--- config.mk ---
export PLATFORM = sky130hd
export DESIGN_NAME = bcd_serial_subtractor_flat
export DESIGN_NICKNAME = d
export VERILOG_FILES = /design/src/rtl/bcd_serial_subtractor_if.sv /design/src/rtl/bcd_serial_subtractor.sv /design/src/flat_wrapper.sv
export SDC_FILE = /design/constraint.sdc
export NUM_CORES = 1
export LEC_CHECK = 0
export ABC_AREA = 1
export CORE_UTILIZATION = 52
export DETAILED_ROUTE_END_ITERATION = 10
export GPL_TIMING_DRIVEN = 0
export PLACE_DENSITY = 0.79
export SLEW_MARGIN = 20
export SYNTH_ARGS = -nofsm -noshare
export SYNTH_HDL_FRONTEND = slang
export SYNTH_SLANG_ARGS = --single-unit
--- constraint.sdc ---
create_clock -name clk_i -period 2.93 [get_ports clk_i]
set_clock_uncertainty 0.1 [all_clocks]
set_input_delay 0.879 -clock clk_i [delete_from_list [all_inputs] [get_ports clk_i]]
set_output_delay 0.879 -clock clk_i [all_outputs]
set_load 0.005 [all_outputs]
--- src/rtl/bcd_serial_subtractor_if.sv ---
// Handshake and operand/result bundle for the serial BCD subtractor.
// Signal suffixes give the direction as seen from the subtractor.
interface bcd_serial_subtractor_if #(
    parameter int DIGITS = 4
);
    logic                  start_i;
    logic [4*DIGITS-1:0]   a_i;
    logic [4*DIGITS-1:0]   b_i;
    logic                  busy_o;
    logic                  done_o;
    logic [4*DIGITS-1:0]   d_o;
    logic                  neg_o;
    logic                  err_o;

    modport master (
        output start_i, a_i, b_i,
        input  busy_o, done_o, d_o, neg_o, err_o
    );

    modport slave (
        input  start_i, a_i, b_i,
        output busy_o, done_o, d_o, neg_o, err_o
    );
endinterface

--- src/rtl/bcd_serial_subtractor.sv ---
// Digit-serial BCD subtractor producing sign-magnitude |A-B|, LSD first.
// A final borrow triggers a second serial pass that ten's-complements the result.
module bcd_serial_subtractor #(
    parameter int DIGITS = 4
) (
    input  logic                    clk_i,
    input  logic                    rst_i,
    bcd_serial_subtractor_if.slave  bus
);
    localparam int W  = 4 * DIGITS;
    localparam int IW = (DIGITS > 1) ? $clog2(DIGITS) : 1;
    localparam logic [IW-1:0] LAST_IDX = IW'(DIGITS - 1);

    typedef enum logic [1:0] {
        IDLE = 2'd0,
        SUB  = 2'd1,
        COMP = 2'd2,
        DONE = 2'd3
    } state_t;

    state_t          state_q;
    logic [W-1:0]    a_q;
    logic [W-1:0]    b_q;
    logic [W-1:0]    r_q;
    logic            borrow_q;
    logic [IW-1:0]   idx_q;
    logic            busy_q;
    logic            done_q;
    logic            neg_q;
    logic            err_q;
    logic [4:0]      step_d;

    function automatic logic has_bad_digit(input logic [W-1:0] v);
        logic bad;
        bad = 1'b0;
        for (int i = 0; i < DIGITS; i++) begin
            if (v[4*i +: 4] > 4'd9) begin
                bad = 1'b1;
            end
        end
        return bad;
    endfunction

    // Returns {borrow_out, digit} for x - y - bw with decimal correction.
    function automatic logic [4:0] digit_sub(input logic [3:0] x, input logic [3:0] y,
                                             input logic bw);
        logic [4:0] t;
        t = {1'b0, x} - {1'b0, y} - {4'd0, bw};
        if (t[4]) begin
            return {1'b1, t[3:0] + 4'd10};
        end else begin
            return {1'b0, t[3:0]};
        end
    endfunction

    // New digits enter at the top so the result lines up after DIGITS shifts.
    function automatic logic [W-1:0] shift_in(input logic [W-1:0] v, input logic [3:0] d);
        logic [W-1:0] t;
        t = v >> 4'd4;
        t[W-1 -: 4] = d;
        return t;
    endfunction

    // Digit step shared by the subtract pass and the complement pass.
    always_comb begin
        step_d = 5'd0;
        if (state_q == COMP) begin
            step_d = digit_sub(4'd0, r_q[3:0], borrow_q);
        end else begin
            step_d = digit_sub(a_q[3:0], b_q[3:0], borrow_q);
        end
    end

    // Control FSM and datapath registers.
    always_ff @(posedge clk_i) begin
        if (rst_i) begin
            state_q  <= IDLE;
            a_q      <= '0;
            b_q      <= '0;
            r_q      <= '0;
            borrow_q <= 1'b0;
            idx_q    <= '0;
            busy_q   <= 1'b0;
            done_q   <= 1'b0;
            neg_q    <= 1'b0;
            err_q    <= 1'b0;
        end else begin
            case (state_q)
                IDLE: begin
                    done_q <= 1'b0;
                    // busy_q still high here means this is the done cycle.
                    if (bus.start_i && !busy_q) begin
                        a_q      <= bus.a_i;
                        b_q      <= bus.b_i;
                        borrow_q <= 1'b0;
                        idx_q    <= '0;
                        busy_q   <= 1'b1;
                        neg_q    <= 1'b0;
                        err_q    <= 1'b0;
                        if (has_bad_digit(bus.a_i) || has_bad_digit(bus.b_i)) begin
                            err_q   <= 1'b1;
                            r_q     <= '0;
                            state_q <= DONE;
                        end else begin
                            state_q <= SUB;
                        end
                    end else begin
                        busy_q <= 1'b0;
                    end
                end
                SUB: begin
                    r_q <= shift_in(r_q, step_d[3:0]);
                    a_q <= a_q >> 4'd4;
                    b_q <= b_q >> 4'd4;
                    if (idx_q == LAST_IDX) begin
                        idx_q    <= '0;
                        borrow_q <= 1'b0;
                        if (step_d[4]) begin
                            state_q <= COMP;
                        end else begin
                            state_q <= DONE;
                        end
                    end else begin
                        idx_q    <= idx_q + 1'b1;
                        borrow_q <= step_d[4];
                    end
                end
                COMP: begin
                    r_q <= shift_in(r_q, step_d[3:0]);
                    if (idx_q == LAST_IDX) begin
                        idx_q    <= '0;
                        borrow_q <= 1'b0;
                        neg_q    <= 1'b1;
                        state_q  <= DONE;
                    end else begin
                        idx_q    <= idx_q + 1'b1;
                        borrow_q <= step_d[4];
                    end
                end
                DONE: begin
                    done_q  <= 1'b1;
                    state_q <= IDLE;
                end
                default: begin
                    state_q <= IDLE;
                end
            endcase
        end
    end

    assign bus.busy_o = busy_q;
    assign bus.done_o = done_q;
    assign bus.d_o    = r_q;
    assign bus.neg_o  = neg_q;
    assign bus.err_o  = err_q;
endmodule

--- src/flat_wrapper.sv ---
// flat-port wrapper written by rule: the top's interface ports become plain ports
module bcd_serial_subtractor_flat 
#(
    parameter int DIGITS = 4
)
  (clk_i, rst_i, bus_start_i, bus_a_i, bus_b_i, bus_busy_o, bus_done_o, bus_d_o, bus_neg_o, bus_err_o);
  bcd_serial_subtractor_if #(.DIGITS(DIGITS)) bus_i ();
  input  logic clk_i;
  input  logic rst_i;
  input wire logic [$bits(bus_i.start_i)-1:0] bus_start_i;
  input wire logic [$bits(bus_i.a_i)-1:0] bus_a_i;
  input wire logic [$bits(bus_i.b_i)-1:0] bus_b_i;
  output wire logic [$bits(bus_i.busy_o)-1:0] bus_busy_o;
  output wire logic [$bits(bus_i.done_o)-1:0] bus_done_o;
  output wire logic [$bits(bus_i.d_o)-1:0] bus_d_o;
  output wire logic [$bits(bus_i.neg_o)-1:0] bus_neg_o;
  output wire logic [$bits(bus_i.err_o)-1:0] bus_err_o;
  assign bus_i.start_i = bus_start_i;
  assign bus_i.a_i = bus_a_i;
  assign bus_i.b_i = bus_b_i;
  assign bus_busy_o = bus_i.busy_o;
  assign bus_done_o = bus_i.done_o;
  assign bus_d_o = bus_i.d_o;
  assign bus_neg_o = bus_i.neg_o;
  assign bus_err_o = bus_i.err_o;
  bcd_serial_subtractor #(.DIGITS(DIGITS)) u_core (.clk_i(clk_i), .rst_i(rst_i), .bus(bus_i));
endmodule
==> metrics.yaml, run 1 <==
hold_viol_final: 0
period_needed_ns: 2.61
tightest_slew_ns: 0.665
yosys_warnings: 0
worstHoldStart: "u_core.b_q[8]"
antenna_cells: 0
fmax_mhz: 384
cp.required_ns: 3.10
initial_utilization: 0.546
dp.cells: 541
p_sw_frac: 0.439
tns_ns: 0
hp-class: "reg2reg"
rr_startpoint: "u_core.borrow_q"
slew_violations: 0
syn_area_per_cell_um2: 7.29
leakagePower_nw: 1.55
core_mm2: 0.00554
cp-startpoint: "u_core.borrow_q"
grt_overflow_total: 0
htree_levels: 3
synth_edf_count: 0
rsz0062_at_grt: "false"
postSynthCellCount: 415
postLayoutCellArea_mm2: 0.00385
ys.flop_type: "dfxtp_1"
crit_type: "reg2reg"
antenna_found_initial: 0
dieHeight_um: 78.3
p_comb_frac: 0.514
vias_per_cell: 5.30
place_congestion: 0.873
synth-seq-cells: 57
cts_made_buffers: 9
fin_nets: 536
drive_gt1_frac: 0.109
p_int_mw: 2.21
drv_cap: 0
dr.first_iter.drc_count: 193
final.period_utilization: 0.890
async_reset_ff_frac: 0
route.vias.total: 2954
synth.distinct_cells: 29
wire_per_inst_um: 13.4
die_area_mm2: 0.00613
relSlewSlack: 0.557
port_buffers: 54
post_cts_buffers: 0
clock_power_share: 0.188
worstSkewPairLatency_ns: 0.34
p_sw_mw: 1.73
grt_pass1_vias: 2627
ant_nets: 0
clockRootBuffer: "clkbuf_8"
dp_hpwl_um: 5500
num_rows: 27
grt_usage: 0.259
syn_area_mm2: 0.00303
grt_first_pass_wirelength_um: 12300
cts_buffer_depth: 2
crit_fanout: 2
pwr-share-seq: 0.298
synth-seq-area-share: 0.377
postCtsHoldBufs: 0
io-pin-count: 55
status: "complete, no violations"
routed_wl_um: 7440
clkSinkCount: 57
synth_nets: 471
detailedRoute.firstPassIterationCount: 5
setup-violations-final: 0
powerDensity_mw_per_mm2: 1020
drc: 0
post_cts_resized: 0
die_x_um: 78.3
vdd.ir_drop.worst_uv: 644
cp_data_arrival_time_ns: 2.78
placed_cell_area_mm2: 0.00366
area_growth_pct: 27.3
final.fill_count: 480
fin_cells: 557
clk_pin_slew_worst_paths_ns: 0.07
cts_tree: "done"
cp-start-kind: "register"
cp-end-kind: "register"
grt_max_degree: 11
==> power groups by stage <==
stage,Clock [mW],Sequential (mW),Combinational [mW]
2_1_floorplan,0,1.15,1.49
5_1_grt,0.777,1.20,2.30
3_5_place_dp,0,1.18,2.00
6_report,0.740,1.17,2.03
3_3_place_gp,0,1.18,1.95
4_1_cts,0.738,1.17,2.01
==> stage by stage <==
| stage | total power, mW | util | worst slack [ns] | hold slack (ns) |
|---|---|---|---|---|
| 6_report | 3.94 | 0.695 | 0.323 | 0.363 |
| 5_1_grt | 4.28 | 0.695 | 0.151 | 0.381 |
| 4_1_cts | 3.92 | 0.695 | 0.352 | 0.365 |
| 3_5_place_dp | 3.18 | 0.660 | 0.264 | 0.354 |
| 3_3_place_gp | 3.13 | 0.660 | 0.251 | 0.351 |
| 2_1_floorplan | 2.64 | - | 0.585 | 0.340 |
==> worst max-delay path, cell delays in order, from the launching register on <==
cell and delay [ns]:
dfxtp_1 0.33, inv_1 0.08, fa_1 0.48, fa_1 0.48
xor2_1 0.19, ha_1 0.21, inv_1 0.05, nand3_1 0.09
nor2_1 0.11, nor2_1 0.05, nor2_1 0.23, nor2_1 0.07
nor2_1 0.07
==> synthesized netlist by cell type (2+ instances only) <==
cell | count | area share
nand2_1 | 110 | 0.14
dfxtp_1 | 57 | 0.38
inv_1 | 36 | 0.045
o21ai_1 | 31 | 0.051
nand3_1 | 27 | 0.045
a31oi_1 | 25 | 0.052
a21oi_1 | 20 | 0.033
ha_1 | 19 | 0.079
nor2_1 | 18 | 0.022
a21oi_2 | 11 | 0.032
nand2_2 | 11 | 0.023
o21ai_0 | 11 | 0.018
clkbuf_1 | 8 | 0.0099
buf_2 | 6 | 0.0099
nand4_1 | 4 | 0.0083
buf_4 | 3 | 0.0074
inv_2 | 3 | 0.0037
a211oi_1 | 2 | 0.0050
buf_1 | 2 | 0.0025
fa_1 | 2 | 0.013
==> flip-flops by register name (all words and copies together), names as in the netlist, 2 cells and up <==
register	cells
u_core.b_q	16
u_core.a_q	16
u_core.state_q	2
u_core.bus.d_o	16
u_core.idx_q	2
==> area by class of cell <==
type	count	area, um^2	area share
timing repair buffer	54	541	0.140
sequential	57	1140	0.296
buffer	20	110	0.0286
multi-input combinational	297	1620	0.419
tap	72	90.1	0.0234
inverter	41	159	0.0412
clock inverter	5	55.1	0.0143
clock buffer	11	141	0.0367
==> cells in the final DEF (no fill, tap or decap), types with 18 or more instances in the layout <==
cell               n
a31oi_1           25
a21oi_1           20
clkdlybuf4s50_1   54
dfxtp_1           57
nand3_1           27
inv_1             36
nand2_1          110
ha_1              19
o21ai_1           31
nor2_1            18
==> kinds of logic (layout without fill, tap and decap cells) <==
kind of cell | count (synthesis) | after routing | synth area share
simple gates | 174 | 174 | 0.246
compound gates | 101 | 101 | 0.194
buf+inv | 61 | 131 | 0.0889
flops | 57 | 57 | 0.377
fa+ha+maj | 21 | 21 | 0.0918
xor+xnor | 1 | 1 | 0.00290
==> worst paths after layout <==
| path | depth (start not counted) | to | slack [ns] |
|---|---|---|---|
| worst min-delay path | 2 | u_core.b_q[4] | 0.36 |
| worst max register to register | 12 | u_core.bus.d_o[15] | 0.32 |
| worst min register to register | 2 | u_core.b_q[4] | 0.36 |
| worst max-delay path | 12 | u_core.bus.d_o[15] | 0.32 |
==> layer usage <==
layer	share of wire	GRT usage
met2	0.46	0.396
met3	0.051	0.0453
met4	0.010	0.107
met5	0	0
met1	0.48	0.358
(Power assumes the default switching activity.)
==> run 2: changes to the inputs <==
--- a/config.mk
+++ b/config.mk
@@ -6,6 +6,7 @@
 export NUM_CORES = 1
 export LEC_CHECK = 0
 export ABC_AREA = 1
+export CORE_MARGIN = 2
 export CORE_UTILIZATION = 52
 export DETAILED_ROUTE_END_ITERATION = 10
 export GPL_TIMING_DRIVEN = 0
==> run 2 against run 1 <==
Compared with the run above: sequential power about the same; global-route usage down 1.6 points; worst setup slack better by 0.037 ns; largest cell class unchanged; highest routed layer unchanged.
==> metrics.yaml, run 2 (synthesis results as in run 1) <==
clock_power_share: 0.183
rsz0062_at_grt: "false"
setup-violations-final: 0
place_congestion: 0.870
final.fill_count: 481
period_needed_ns: 2.57
p_int_mw: 2.21
p_sw_frac: 0.434
grt_pass1_vias: 2619
clockRootBuffer: "clkbuf_8"
slew_violations: 0
cp_data_arrival_time_ns: 2.74
mostFrequentLayoutCell: "nand2_1"
pwr-share-seq: 0.300
crit_type: "reg2reg"
relSlewSlack: 0.543
leakagePower_nw: 1.55
drv_cap: 0
drc: 0
vdd.ir_drop.worst_uv: 724
routed_wl_um: 7330
fin_nets: 536
post_cts_resized: 0
worst_path_largest_cell_delay_ns: 0.48
dp_hpwl_um: 5490
crit_fanout: 2
clk_pin_slew_worst_paths_ns: 0.06
mostFrequentLayoutCells: "nand2_1, dfxtp_1, clkdlybuf4s50_1, inv_1, o21ai_1"
postCtsHoldBufs: 0
powerDensity_mw_per_mm2: 1020
fmax_mhz: 389
ant_nets: 0
drive_gt1_frac: 0.105
hp-class: "reg2reg"
p_comb_frac: 0.517
final.period_utilization: 0.877
antenna_found_initial: 0
cp.required_ns: 3.10
path_common_cell: "nor2_1"
dp_slack_ns: 0.269
layout_setup_ws_ns: 0.360
grt_first_pass_wirelength_um: 12100
htree_levels: 3
die_area_mm2: 0.00644
post_cts_buffers: 0
status: "complete, no violations"
grt_max_degree: 11
num_rows: 27
p_sw_mw: 1.70
dieHeight_um: 80.3
vias_per_cell: 5.31
antenna_cells: 0
cp-end-kind: "register"
clkSinkCount: 57
tightest_slew_ns: 0.686
die_x_um: 80.3
cp-start-kind: "register"
initial_utilization: 0.543
core_mm2: 0.00557
wire_per_inst_um: 13.2
grt_usage: 0.243
detailedRoute.firstPassIterationCount: 4
cts_tree: "done"
io-pin-count: 55
tns_ns: 0
dr.first_iter.drc_count: 160
cp_top_family: "adder cells"
cts_made_buffers: 9
port_buffers: 54
finish.utilization: 0.690
cpMaxStageDelayCell: "fa_1"
grt_overflow_total: 0
area_growth_pct: 27.1
critical_path_buf_inv_count: 2
cts_buffer_depth: 2
worstSkewPairLatency_ns: 0.34
power_mw: 3.91
hold_viol_final: 0
path_cells: "inv_1 -> fa_1 -> fa_1 -> xor2_1 -> ha_1 -> inv_1 -> nand3_1 -> nor2_1 -> nor2_1 -> nor2_1 -> nor2_1 -> nor2_1"
route.vias.total: 2956
run 2: path summary, 6_finish.rpt:
| kind | start | endpoint | slack, ns | cells past startpoint |
|---|---|---|---|---|
| setup / recovery | u_core.borrow_q | u_core.bus.d_o[15] | 0.36 | 12 |
| setup reg to reg | u_core.borrow_q | u_core.bus.d_o[15] | 0.36 | 12 |
| hold reg to reg | u_core.b_q[13] | u_core.b_q[13] | 0.36 | 2 |
| hold / removal | u_core.b_q[13] | u_core.b_q[13] | 0.36 | 2 |
run 2: area by class of cell:
type | instances | area [um^2] | area share
Tap cell | 72 | 90.1 | 0.0234
Clock inverter | 3 | 40.0 | 0.0104
Clock buffer | 13 | 149 | 0.0387
Buffer | 20 | 110 | 0.0286
Inverter | 41 | 159 | 0.0413
Timing Repair Buffer | 54 | 541 | 0.141
Sequential cell | 57 | 1140 | 0.297
Multi-Input combinational cell | 297 | 1620 | 0.420
run 2: per-stage QoR:
stage	cells	instance area [um^2]	hold WS, ns
2_1_floorplan	415	3030	0.340
3_3_place_gp	541	3660	0.351
3_5_place_dp	541	3660	0.354
4_1_cts	557	3840	0.364
5_1_grt	557	3840	0.383
6_report	557	3840	0.364
run 2: power groups by stage:
| stage | registers (mW) | logic, mW | clock network (mW) |
|---|---|---|---|
| CTS | 1.17 | 2.02 | 0.721 |
| finish | 1.17 | 2.02 | 0.715 |
| global route | 1.20 | 2.29 | 0.766 |
| global placement | 1.18 | 1.95 | 0 |
| floorplan | 1.15 | 1.49 | 0 |
| detailed placement | 1.18 | 2.00 | 0 |
run 2: tightest hold or removal path, cell delays in order, from the launching register on:
cell and delay, ns:
dfxtp_1 0.31, nand2_1 0.06, a21oi_1 0.05
run 2: routing by layer:
| metal | global-route usage | wire, um | vias to the layer above |
|---|---|---|---|
| li1 | - | - | 1510 |
| met1 | 0.337 | 3510 | 1380 |
| met2 | 0.377 | 3400 | 57 |
| met3 | 0.0551 | 353 | 9 |
| met4 | 0.0712 | 68 | 0 |
| met5 | 0 | 0 | - |
